$ cat src/rtl/bp_cce_pkg.sv
// bp_cce_pkg: CCE-local types, including the sharers generator FSM states
package bp_cce_pkg;
  typedef enum logic [1:0] {
    e_idle,
    e_read,
    e_done
  } bp_cce_dir_sharers_gen_state_e;
endpackage

$ cat src/rtl/bp_common_pkg.sv
// bp_common_pkg: coherence state encoding shared by the CCE and LCE sides
package bp_common_pkg;
  typedef enum logic [2:0] {
    e_COH_I = 3'b000,
    e_COH_S = 3'b001,
    e_COH_E = 3'b010,
    e_COH_F = 3'b011,
    e_COH_M = 3'b110,
    e_COH_O = 3'b111
  } bp_coh_states_e;
endpackage

$ cat src/rtl/bp_cce_dir_sharers_gen_matcher.sv
// bp_cce_dir_sharers_gen_matcher: per-LCE tag match over all ways, lowest hitting way wins
module bp_cce_dir_sharers_gen_matcher
  import bp_common_pkg::*;
#(
  parameter int lce_assoc_p = 8,
  parameter int tag_width_p = 12,
  localparam int lg_lce_assoc_lp = (lce_assoc_p == 1) ? 1 : $clog2(lce_assoc_p),
  localparam int state_w_lp = $bits(bp_coh_states_e),
  localparam int entry_w_lp = tag_width_p + state_w_lp
) (
  input  logic [tag_width_p-1:0]             tag_i,
  input  logic [lce_assoc_p*entry_w_lp-1:0]  entries_i,
  output logic                               hit_o,
  output logic [lg_lce_assoc_lp-1:0]         way_o,
  output bp_coh_states_e                     state_o
);
  logic [lce_assoc_p-1:0] way_hit;
  bp_coh_states_e way_state [lce_assoc_p];
  logic [lg_lce_assoc_lp-1:0] pe_way;
  logic pe_v;
  for (genvar w = 0; w < lce_assoc_p; w++) begin : g_way
    assign way_state[w] = bp_coh_states_e'(entries_i[w*entry_w_lp +: state_w_lp]);
    assign way_hit[w] = (entries_i[w*entry_w_lp+state_w_lp +: tag_width_p] == tag_i) && (way_state[w] != e_COH_I);
  end
  bsg_priority_encode #(.width_p(lce_assoc_p), .lo_to_hi_p(1)) u_pe (
    .i(way_hit),
    .addr_o(pe_way),
    .v_o(pe_v)
  );
  assign hit_o = pe_v;
  assign way_o = pe_v ? pe_way : '0;
  assign state_o = pe_v ? way_state[pe_way] : e_COH_I;
endmodule

$ cat src/rtl/bsg_priority_encode.sv
// bsg_priority_encode: index of the lowest (lo_to_hi_p) or highest set bit, v_o when any bit set
module bsg_priority_encode #(
  parameter int width_p = 8,
  parameter int lo_to_hi_p = 1,
  localparam int lg_width_lp = (width_p == 1) ? 1 : $clog2(width_p)
) (
  input  logic [width_p-1:0]     i,
  output logic [lg_width_lp-1:0] addr_o,
  output logic                   v_o
);
  assign v_o = |i;
  always_comb begin
    addr_o = '0;
    for (int k = 0; k < width_p; k++)
      if (i[(lo_to_hi_p != 0) ? width_p-1-k : k]) addr_o = lg_width_lp'((lo_to_hi_p != 0) ? width_p-1-k : k);
  end
endmodule

$ cat src/rtl/bp_cce_dir_sharers_gen.sv
// bp_cce_dir_sharers_gen: scans a way-group's directory rows and builds per-LCE sharers hit/way/state vectors
module bp_cce_dir_sharers_gen
  import bp_common_pkg::*;
  import bp_cce_pkg::*;
#(
  parameter int num_lce_p = 4,
  parameter int lce_assoc_p = 8,
  parameter int lce_per_row_p = 2,
  parameter int tag_width_p = 12,
  parameter int wg_width_p = 4,
  localparam int rows_lp = num_lce_p / lce_per_row_p,
  localparam int lg_lce_assoc_lp = (lce_assoc_p == 1) ? 1 : $clog2(lce_assoc_p),
  localparam int lg_rows_lp = (rows_lp == 1) ? 1 : $clog2(rows_lp),
  localparam int ram_addr_width_lp = wg_width_p + lg_rows_lp,
  localparam int state_w_lp = $bits(bp_coh_states_e),
  localparam int lce_w_lp = lce_assoc_p * (tag_width_p + state_w_lp)
) (
  input  logic                                   clk_i,
  input  logic                                   reset_i,
  input  logic                                   v_i,
  output logic                                   ready_o,
  input  logic [wg_width_p-1:0]                  wg_i,
  input  logic [tag_width_p-1:0]                 tag_i,
  output logic                                   ram_v_o,
  output logic [ram_addr_width_lp-1:0]           ram_addr_o,
  input  logic [lce_per_row_p*lce_w_lp-1:0]      ram_data_i,
  output logic                                   sharers_v_o,
  output logic [num_lce_p-1:0]                   sharers_hits_o,
  output logic [num_lce_p*lg_lce_assoc_lp-1:0]   sharers_ways_o,
  output logic [num_lce_p*state_w_lp-1:0]        sharers_coh_states_o
);
  localparam logic [lg_rows_lp-1:0] last_row_lp = lg_rows_lp'(rows_lp - 1);
  bp_cce_dir_sharers_gen_state_e state_q;
  logic [wg_width_p-1:0] wg_q;
  logic [tag_width_p-1:0] tag_q;
  logic [lg_rows_lp-1:0] row_q, data_row_q;
  logic ram_v_q, data_v_q, sharers_v_q;
  logic [num_lce_p-1:0] hits_q, hits_n;
  logic [num_lce_p*lg_lce_assoc_lp-1:0] ways_q, ways_n;
  logic [num_lce_p*state_w_lp-1:0] states_q, states_n;
  logic [lce_per_row_p-1:0] m_hit;
  logic [lg_lce_assoc_lp-1:0] m_way [lce_per_row_p];
  bp_coh_states_e m_state [lce_per_row_p];
  for (genvar l = 0; l < lce_per_row_p; l++) begin : g_match
    bp_cce_dir_sharers_gen_matcher #(.lce_assoc_p(lce_assoc_p), .tag_width_p(tag_width_p)) u_match (
      .tag_i(tag_q),
      .entries_i(ram_data_i[l*lce_w_lp +: lce_w_lp]),
      .hit_o(m_hit[l]),
      .way_o(m_way[l]),
      .state_o(m_state[l])
    );
  end
  for (genvar n = 0; n < num_lce_p; n++) begin : g_lce
    localparam int slot_lp = n % lce_per_row_p;
    logic sel;
    assign sel = data_v_q && (data_row_q == lg_rows_lp'(n / lce_per_row_p));
    assign hits_n[n] = sel ? m_hit[slot_lp] : hits_q[n];
    assign ways_n[n*lg_lce_assoc_lp +: lg_lce_assoc_lp] = sel ? m_way[slot_lp] : ways_q[n*lg_lce_assoc_lp +: lg_lce_assoc_lp];
    assign states_n[n*state_w_lp +: state_w_lp] = sel ? m_state[slot_lp] : states_q[n*state_w_lp +: state_w_lp];
  end
  assign ready_o = state_q != e_read;
  assign ram_v_o = ram_v_q;
  assign ram_addr_o = {wg_q, row_q};
  assign sharers_v_o = sharers_v_q;
  assign sharers_hits_o = hits_q;
  assign sharers_ways_o = ways_q;
  assign sharers_coh_states_o = states_q;
  always_ff @(posedge clk_i) begin
    if (!reset_i) begin
      state_q <= e_idle;
      wg_q <= '0;
      tag_q <= '0;
      row_q <= '0;
      data_row_q <= '0;
      ram_v_q <= 1'b0;
      data_v_q <= 1'b0;
      sharers_v_q <= 1'b0;
      hits_q <= '0;
      ways_q <= '0;
      states_q <= '0;
    end else begin
      data_v_q <= ram_v_q;
      data_row_q <= row_q;
      if (v_i && ready_o) begin
        state_q <= e_read;
        wg_q <= wg_i;
        tag_q <= tag_i;
        row_q <= '0;
        ram_v_q <= 1'b1;
        sharers_v_q <= 1'b0;
        hits_q <= '0;
        ways_q <= '0;
        states_q <= '0;
      end else if (state_q == e_read) begin
        if (ram_v_q) begin
          ram_v_q <= row_q != last_row_lp;
          row_q <= (row_q == last_row_lp) ? row_q : row_q + 1'b1;
        end
        if (data_v_q) begin
          hits_q <= hits_n;
          ways_q <= ways_n;
          states_q <= states_n;
          if (data_row_q == last_row_lp) begin
            state_q <= e_done;
            sharers_v_q <= 1'b1;
          end
        end
      end
    end
  end
endmodule

$ cat config.mk
export PLATFORM = sky130hd
export DESIGN_NAME = bp_cce_dir_sharers_gen
export DESIGN_NICKNAME = d
export VERILOG_FILES = /design/src/rtl/bp_cce_pkg.sv /design/src/rtl/bp_common_pkg.sv /design/src/rtl/bp_cce_dir_sharers_gen_matcher.sv /design/src/rtl/bsg_priority_encode.sv /design/src/rtl/bp_cce_dir_sharers_gen.sv
export SDC_FILE = /design/constraint.sdc
export NUM_CORES = 1
export LEC_CHECK = 0
export CAP_MARGIN = 20
export CORE_ASPECT_RATIO = 0.5
export CORE_UTILIZATION = 41
export CTS_CLUSTER_SIZE = 25
export DETAILED_ROUTE_END_ITERATION = 10
export GPL_TIMING_DRIVEN = 0
export PLACE_DENSITY = 0.83
export RECOVER_POWER = 100
export REMOVE_ABC_BUFFERS = 1
export SLEW_MARGIN = 10
export SYNTH_ARGS = -nofsm -noshare
export SYNTH_HDL_FRONTEND = slang
export SYNTH_SLANG_ARGS = --single-unit
$ cat constraint.sdc
create_clock -name clk_i -period 3 [get_ports clk_i]
set_clock_uncertainty 0.15 [all_clocks]
set_input_delay 0.45 -clock clk_i [delete_from_list [all_inputs] [get_ports clk_i]]
set_output_delay 0.45 -clock clk_i [all_outputs]
set_load 0.05 [all_outputs]
# After elaboration in Yosys (flattened, before gate mapping)
# Index checks and enable logic that the tools add are counted.
dict set report classes {
  order_cmp 2
  reduce_logical 46
  n_bitwise 5
  n_mux 34
  n_eq_ne 18
  addsub 1
}
# operator count
set ops {}
lappend ops {{$eq A12 B12 Y1} 16}
lappend ops {{$mux W3} 24}
lappend ops {{$reduce_bool A3 Y1} 16}
lappend ops {{$logic_and A1 B1 Y1} 19}
lappend ops {{$bmux W3 S3} 2}
lappend ops {{$reduce_or A8 Y1} 2}
lappend ops {{$reduce_and A3 Y1} 4}
lappend ops {{$ge A4 B4 Y1 const B} 2}
lappend ops {{$mux W1} 8}
lappend ops {{$not A3 Y4} 2}
lappend ops {{$reduce_bool A2 Y1} 3}
lappend ops {{$not A1 Y1} 3}
lappend ops {{$eq A2 B1 Y1 const B} 1}
lappend ops {{$ne A2 B1 Y1 const B} 1}
lappend ops {{$reduce_and A2 Y1} 1}
lappend ops {{$reduce_or A2 Y1} 1}
lappend ops {{$add A1 B1 Y1 const B} 1}
dict set report word_totals {
  word_cells 120
  ff_bits 50
}

# Logic depth before layout (Yosys ltp)
# Gate-level depths: netlist of the first run.
dict set report logic_depth {
  word_depth 15
  depth_mapped 11
  ltp_nobuf 8
}

# Modules after synthesis
# From an unflattened synthesis of the first run, not the netlist that was laid out.
dict set report unflattened {
  cells_unflattened 605
  area_unflattened_um2 5046.1
}
# module seq_area_each_um2 instances area_each_um2 cells_each
set modules_own_cells {}
lappend modules_own_cells {bp_cce_dir_sharers_gen_matcher 0.0 2 1468.9 180}
lappend modules_own_cells {bp_cce_dir_sharers_gen 1001.0 1 1945.6 219}
lappend modules_own_cells {bsg_priority_encode 0.0 2 81.3 13}

# Worst setup path after synthesis of the first run
# No wires, ideal clock.
dict set report synth_timing {
  path_kind {register -> register}
  from {register tag_q[5]}
  to {register states_q[10], in the netlist sharers_coh_states_o[10]}
  synth_period_minus_slack_ns 2.674
  arrival_ns 2.391
  required_ns 2.717
  path_stages_with_launch 12
  path_slack_ns 0.326
  cell_sequence {dfxtp_1 > buf_4 > buf_4 > xnor2_1 > nand4_1 > nor4_1 > nor2_1 > a21boi_2 > buf_6 > mux2_4 > a222oi_1 > a21oi_1}
}
dict set report synth_via {
  elab_chain_cells 15
  word_cells_on_any_way 30
}
# item line
set synth_lines {}
lappend synth_lines {{from (decl)} bp_cce_dir_sharers_gen.sv:35} ;# logic [tag_width_p-1:0] tag_q;
lappend synth_lines {{from (signal assigned)} bp_cce_dir_sharers_gen.sv:87} ;# tag_q <= tag_i;
lappend synth_lines {{$eq A12 B12 Y1} bp_cce_dir_sharers_gen_matcher.sv:23} ;# assign way_hit[w] = (entries_i[w*entry_w_lp+state_w_lp +: tag_width_p] == tag_i) && (way_state[w] != e_COH_I);
lappend synth_lines {{$logic_and A1 B1 Y1} bp_cce_dir_sharers_gen_matcher.sv:23}
lappend synth_lines {{$mux W3 (8 in a row)} bsg_priority_encode.sv:15} ;# if (i[(lo_to_hi_p != 0) ? width_p-1-k : k]) addr_o = lg_width_lp'((lo_to_hi_p != 0) ? width_p-1-k : k);
lappend synth_lines {{$not A3 Y4 (implied by the code)} bp_cce_dir_sharers_gen_matcher.sv:32} ;# assign state_o = pe_v ? way_state[pe_way] : e_COH_I;
lappend synth_lines {{$bmux W3 S3} bp_cce_dir_sharers_gen_matcher.sv:32}
lappend synth_lines {{$mux W3 (implied by the code) (2 in a row)} bp_cce_dir_sharers_gen_matcher.sv:32}
lappend synth_lines {{$mux W3 (*)} bp_cce_dir_sharers_gen_matcher.sv:32}
lappend synth_lines {{to (signal assigned)} bp_cce_dir_sharers_gen.sv:102} ;# states_q <= states_n;
lappend synth_lines {{to (decl)} bp_cce_dir_sharers_gen.sv:40} ;# logic [num_lce_p*state_w_lp-1:0] states_q, states_n;
# Mark *: on every way between the ends. The rest lies on a longest branch, timed or not. The select of a mux whose other input is x is not followed.
# A chain may end at the register's enable or synchronous reset.

# Worst setup path in the final report of the first run
dict set report layout_timing {
  from {register tag_q[11]}
  to {register states_q[2], in the netlist sharers_coh_states_o[2]}
}
# Same word-level chain as after synthesis.

==> results of run 1 <==
logic make-up after synthesis:
kind of cell / count (synthesis) / synth area share (%)
flip-flops: 50 / 18.0
buffers and inverters: 43 / 5.97
AND/OR/NAND/NOR: 313 / 30.6
XOR/XNOR: 192 / 30.9
AO/OA/AOI/OAI: 100 / 12.0
multiplexers: 12 / 2.63
where the power goes:
group	switching, mW	internal, mW
combinational	0.527	0.640
sequential	0.0315	0.679
clock	0.270	0.335
total	0.829	1.65
final cells by class:
class / instances / area (um2) / area share, %
Timing Repair Buffer: 366 / 3760 / 38.7
Multi-Input combinational cell: 617 / 4530 / 46.6
Tap cell: 170 / 213 / 2.19
Inverter: 4 / 15.0 / 0.155
Sequential cell: 50 / 1050 / 10.8
Clock buffer: 6 / 139 / 1.43
Clock inverter: 2 / 16.3 / 0.167
critical path: stages (launching register included):
cell,delay (ns)
dfxtp_4,0.40
buf_12,0.17
buf_6,0.14
xor2_1,0.18
or4_1,0.55
nor3_1,0.17
a311o_1,0.24
and2_4,0.19
mux2_1,0.39
a211oi_2,0.20
a21oi_1,0.10
path summary, 6_finish.rpt:
kind                                         start                      end  depth (start not counted)
worst max register to register           tag_q[11]  sharers_coh_states_o[2]                         10
worst min register to register  sharers_ways_o[11]       sharers_ways_o[11]                          2
worst min-delay path            sharers_ways_o[11]       sharers_ways_o[11]                          2
worst max-delay path                     tag_q[11]  sharers_coh_states_o[2]                         10
repair_timing:
action | in CTS | in global routing
pin swaps | 5 | 30
setup endpoints to repair | 18 | 12
gates cloned | 0 | 1
buffers inserted | 23 | 36
gates resized for setup | 30 | 64
hold endpoints to repair | 0 | 0
cells in the final DEF, fill, tap and decap left out, drive strengths merged, types with 9 or more instances in the layout:
master	instances
xor2	93
nand3	20
dlygate4sd3	38
dfxtp	50
a211oi	12
clkdlybuf4s50	244
nor2	38
dlymetal6s2s	12
o21ai	18
a21oi	30
mux2	9
xnor2	99
buf	70
nand4	41
nor3	27
a21boi	19
nor4	40
nand2	85
and2	9
per-stage QoR:
stage	TNS (ns)	util (%)	setup slack, ns	power (mW)	std cells
6_report	-0.0694	75.0	-0.0199	2.48	1215
5_1_grt	-0.309	75.0	-0.0587	2.58	1215
4_1_cts	0	70.1	0.000525	2.38	1177
3_5_place_dp	-7.48	66.3	-0.839	1.75	1146
3_3_place_gp	-13.58	64.9	-1.13	1.70	1135
2_1_floorplan	-0.294	-	-0.0873	1.19	671
flip-flops by register name, summed over array words and instances, names as in the netlist, 4 cells and up:
name	cells
sharers_coh_states_o	12
sharers_hits_o	4
sharers_ways_o	12
tag_q	12
wg_q	4
per-layer routing:
layer | vias up | track usage (%) | routed length (um)
li1 | 3188 | - | -
met1 | 3360 | 40.5 | 9990
met2 | 446 | 60.5 | 12500
met3 | 114 | 6.65 | 2140
met4 | 0 | 16.1 | 1080
met5 | - | 0 | 0
==> impl_metrics.env, run 1 <==
export IMPL_status="finished, violations left"
export IMPL_failed_checks="negative setup slack"
export IMPL_hold_slack_ns=0.303
export IMPL_async_reset_ff_share_pct=0
export IMPL_rsz0062_at_grt="yes"
export IMPL_period_minus_slack_ns=3.02
export IMPL_grt_pass1_vias=7019
export IMPL_cts_clk_slew_worst_paths_ns=0.07
export IMPL_power_density_nw_per_um2=256
export IMPL_via_per_inst=5.85
export IMPL_grt_usage_pct=34.3
export IMPL_n_antenna_cell=0
export IMPL_worst_path_max_fanout=7
export IMPL_drive_gt1_share_pct=15.4
export IMPL_hold_viol_final=0
export IMPL_ant_nets=0
export IMPL_num_io_pins=295
export IMPL_yosysWarnings=0
export IMPL_cts_tree="done"
export IMPL_placementRows=29
export IMPL_wl_per_cell_um=21.1
export IMPL_cp_arrival_ns=3.05
export IMPL_grt_pass1_wl_um=37400
export IMPL_synth_top_cell_area_share_pct=18.0
export IMPL_clk_insertion_delay_late_ns=0.30
export IMPL_crit_type="register to register"
export IMPL_ys_seq_elements=50
export IMPL_initialDrtViolationCount=570
export IMPL_cts_sinks=50
export IMPL_routed_via_count=7108
export IMPL_grt_overflow=0
export IMPL_final_nets=1303
export IMPL_max_freq_ghz=0.331
export IMPL_holdBufCountCts=0
export IMPL_gp_congestion=0.949
export IMPL_drv_cap=0
export IMPL_final_cell_area_um2=9710
export IMPL_die_w_um=167
export IMPL_endpoint_kind="register"
export IMPL_area_growth_pct=74.3
export IMPL_yosysSeqAreaShare_pct=18.0
export IMPL_clock_path_buffers=2
export IMPL_port_buffers=294
export IMPL_synthCells=710
export IMPL_setup_viol=5
export IMPL_n_fill_cell=917
export IMPL_grt_max_degree=23
export IMPL_die_h_um=84.4
export IMPL_finalCritPeriodShare_pct=101
export IMPL_drt_total_wl_um=25700
export IMPL_grt_antenna_before_repair=0
export IMPL_slew_headroom_pct=40.8
export IMPL_cp_required_ns=3.03
export IMPL_fin_ws_ns=-0.0199
export IMPL_cp_start_kind="register"
export IMPL_drcViolationCount=0
export IMPL_synthFlopType="dfxtp_1"
export IMPL_dpl_cell_area_um2=8590
export IMPL_cts_buffers=5
export IMPL_dr_pass1_iters=5
export IMPL_synth_area_top_cells="dfxtp_1 18%, xnor2_1 15%, xor2_1 14%"
export IMPL_cts_root_buf="clkbuf_16"
export IMPL_power_leakage_nw=3.88
export IMPL_max_vdd_ir_drop_v=0.000285
export IMPL_yosysTopAreaCell="dfxtp_1"
export IMPL_synth_edff_count=0
export IMPL_r2r_slack_ns=-0.02
export IMPL_synth_most_common_cell="xnor2_1"
export IMPL_worst_pin_slew_ns=0.887
export IMPL_hp_class="register to register"
export IMPL_ys_types=61
export IMPL_dpl_hpwl_um=19400
export IMPL_core_area_um2=13000
export IMPL_syn_area_um2=5570
export IMPL_syn_mean_instance_area_um2=7.85
export IMPL_dieArea_um2=14100
export IMPL_synth_common_cells="95 x xnor2_1, 92 x xor2_1, 85 x nand2_1"
export IMPL_finalMaxSlewViolations=0
export IMPL_initial_utilization_pct=43.0
export IMPL_h_tree_depth=2
Note: power is estimated with default switching activity, not from simulation.
==> inputs of run 2 (changes only) <==
--- a/config.mk
+++ b/config.mk
@@ -5,7 +5,6 @@
 export SDC_FILE = /design/constraint.sdc
 export NUM_CORES = 1
 export LEC_CHECK = 0
-export CAP_MARGIN = 20
 export CORE_ASPECT_RATIO = 0.5
 export CORE_UTILIZATION = 41
 export CTS_CLUSTER_SIZE = 25
@@ -18,3 +17,4 @@
 export SYNTH_ARGS = -nofsm -noshare
 export SYNTH_HDL_FRONTEND = slang
 export SYNTH_SLANG_ARGS = --single-unit
+export TNS_END_PERCENT = 100
==> run 2 against run 1 <==
The run still ends with negative setup slack left. Worst hold slack improved by 0.0026 ns. First-iteration DRC count rose by 12%. Die area did not move. Via count rose by 1.5%.
==> impl_metrics.env, run 2 (synthesis results as in run 1) <==
export IMPL_drt_met1_wl_um=10400
export IMPL_n_fill_cell=892
export IMPL_path_cells="clkdlybuf4s50_1 -> xor2_1 -> nor4_1 -> and4_1 -> o211ai_4 -> a21boi_4 -> buf_6 -> mux2_2 -> a222oi_1 -> buf_4 -> a21oi_2"
export IMPL_clk_insertion_delay_late_ns=0.30
export IMPL_grt_usage_pct=34.7
export IMPL_fin_cells=1239
export IMPL_core_area_um2=13000
export IMPL_cp_start_kind="input pin"
export IMPL_holdBufCountCts=0
export IMPL_intPower_mw=1.73
export IMPL_routed_top_layer="met4"
export IMPL_n_antenna_cell=0
export IMPL_final_nets=1327
export IMPL_failed_checks="negative setup slack"
export IMPL_dieArea_um2=14100
export IMPL_cp_required_ns=3.00
export IMPL_cp_arrival_ns=3.10
export IMPL_p_comb_share_pct=45.9
export IMPL_cts_tree="done"
export IMPL_final_cell_mix="246 x clkdlybuf4s50_1, 84 x nand2_1, 84 x xor2_1"
export IMPL_via_per_inst=5.82
export IMPL_drv_cap=0
export IMPL_grt_overflow=0
export IMPL_max_stage_delay_ns=0.42
export IMPL_routed_via_count=7212
export IMPL_placementRows=29
export IMPL_post_route_util_pct=76.1
export IMPL_power_density_nw_per_um2=262
export IMPL_worst_pin_slew_ns=0.900
export IMPL_switching_power_mw=0.851
export IMPL_initial_utilization_pct=43.0
export IMPL_initialDrtViolationCount=638
export IMPL_finalPower_mw=2.58
export IMPL_drt_total_wl_um=26600
export IMPL_dp_cells=1135
export IMPL_period_minus_slack_ns=3.11
export IMPL_cts_buffers=5
export IMPL_drcViolationCount=0
export IMPL_met3_length_um=2270
export IMPL_cts_root_buf="clkbuf_16"
export IMPL_wl_met2_um=13000
export IMPL_cts_sinks=50
export IMPL_seqPwrFrac_pct=28.1
export IMPL_hold_viol_final=0
export IMPL_slew_headroom_pct=39.9
export IMPL_port_buffers=294
export IMPL_finalMaxSlewViolations=0
export IMPL_max_freq_ghz=0.322
export IMPL_dpl_hpwl_um=18300
export IMPL_hp_class="register to register"
export IMPL_ant_nets=0
export IMPL_num_io_pins=295
export IMPL_setup_viol=6
export IMPL_cts_clk_slew_worst_paths_ns=0.07
export IMPL_area_growth_pct=76.9
export IMPL_finalCritPeriodShare_pct=104
export IMPL_grt_pass1_wl_um=37800
export IMPL_h_tree_depth=2
export IMPL_fin_ws_ns=-0.105
export IMPL_rsz0062_at_grt="yes"
export IMPL_max_vdd_ir_drop_v=0.000286
export IMPL_grt_max_degree=23
export IMPL_die_h_um=84.4
export IMPL_endpoint_kind="register"
export IMPL_power_leakage_nw=4.00
export IMPL_grt_antenna_before_repair=0
export IMPL_crit_type="input pin to register"
export IMPL_wl_per_cell_um=21.5
export IMPL_status="finished, violations left"
export IMPL_clock_path_buffers=2
export IMPL_grt_pass1_vias=6957
export IMPL_drive_gt1_share_pct=18.1
export IMPL_worst_path_max_fanout=5
export IMPL_gp_congestion=0.949
export IMPL_crit_path_top_delay_cell="clkdlybuf4s50_1"
export IMPL_dr_pass1_iters=5
export IMPL_swShare_pct=32.9
export IMPL_clkPwrFrac_pct=26.0
export IMPL_die_w_um=167
export IMPL_final_common_cell="clkdlybuf4s50_1"
## run 2: changes by cell type in the layout (fill, tap and decap cells not counted), moves of 3 or more
cell | before | now
a21oi_1 | 28 | 25
xnor2_1 | 88 | 82
buf_6 | 2 | 11
buf_4 | 50 | 77
buf_12 | 12 | 7
buf_8 | 4 | 1
a21oi_2 | 2 | 5
xnor2_2 | 11 | 17
## run 2: through the flow
stage | setup slack, ns | cell area [um2] | TNS [ns] | hold slack [ns]
3_3_place_gp | -1.13 | 8410 | -13.58 | 0.289
2_1_floorplan | -0.0873 | 5250 | -0.294 | 0.321
3_5_place_dp | -1.14 | 8410 | -14.82 | 0.297
5_1_grt | -0.145 | 9850 | -0.945 | 0.327
6_report | -0.105 | 9850 | -0.431 | 0.305
4_1_cts | 0.00102 | 9150 | 0 | 0.306
## run 2: critical path: cells and delay by family
| kind | cells | cell delay (ns) |
|---|---|---|
| AOI/OAI and AO/OA | 4 | 0.75 |
| xor gates and xnor gates | 1 | 0.17 |
| buffers and inverters | 3 | 0.75 |
| and+or+nand+nor | 2 | 0.66 |
| muxes | 1 | 0.31 |
## run 2: path summary, 6_finish.rpt
path	from	endpoint	slack [ns]	cells after the start
min	sharers_ways_o[5]	sharers_ways_o[5]	0.31	2
min reg2reg	sharers_ways_o[5]	sharers_ways_o[5]	0.31	2
max	ram_data_i[224]	sharers_coh_states_o[3]	-0.11	11
max reg2reg	tag_q[11]	sharers_coh_states_o[3]	-0.10	11
## run 2: power by group through the flow
stage,clock [mW],combinational (mW),sequential [mW]
2_1_floorplan,0,0.410,0.782
3_3_place_gp,0,0.892,0.804
3_5_place_dp,0,0.908,0.806
4_1_cts,0.674,1.05,0.735
5_1_grt,0.706,1.25,0.726
6_report,0.671,1.19,0.725
## run 2: repair_timing
item                       4_1_cts  5_1_grt
hold endpoints to repair         0        0
setup endpoints to repair       26       13
pin swaps                        6       27
buffers inserted                56       40
resized for setup               29       72
## run 2: final cells by class
cell class / count / area [um2] / share of cell area, %
Sequential cell: 50 / 1050 / 10.6
Tap cell: 170 / 213 / 2.16
Clock inverter: 3 / 47.5 / 0.482
Multi-Input combinational cell: 617 / 4580 / 46.5
Timing Repair Buffer: 390 / 3820 / 38.8
Inverter: 4 / 15.0 / 0.152
Clock buffer: 5 / 125 / 1.27
## run 2: per-layer routing
metal  vias up  global-route usage [%]
met5         -                       0
li1       3237                       -
met2       441                    61.9
met1      3443                    42.5
met3        91                    6.65
met4         0                    10.4
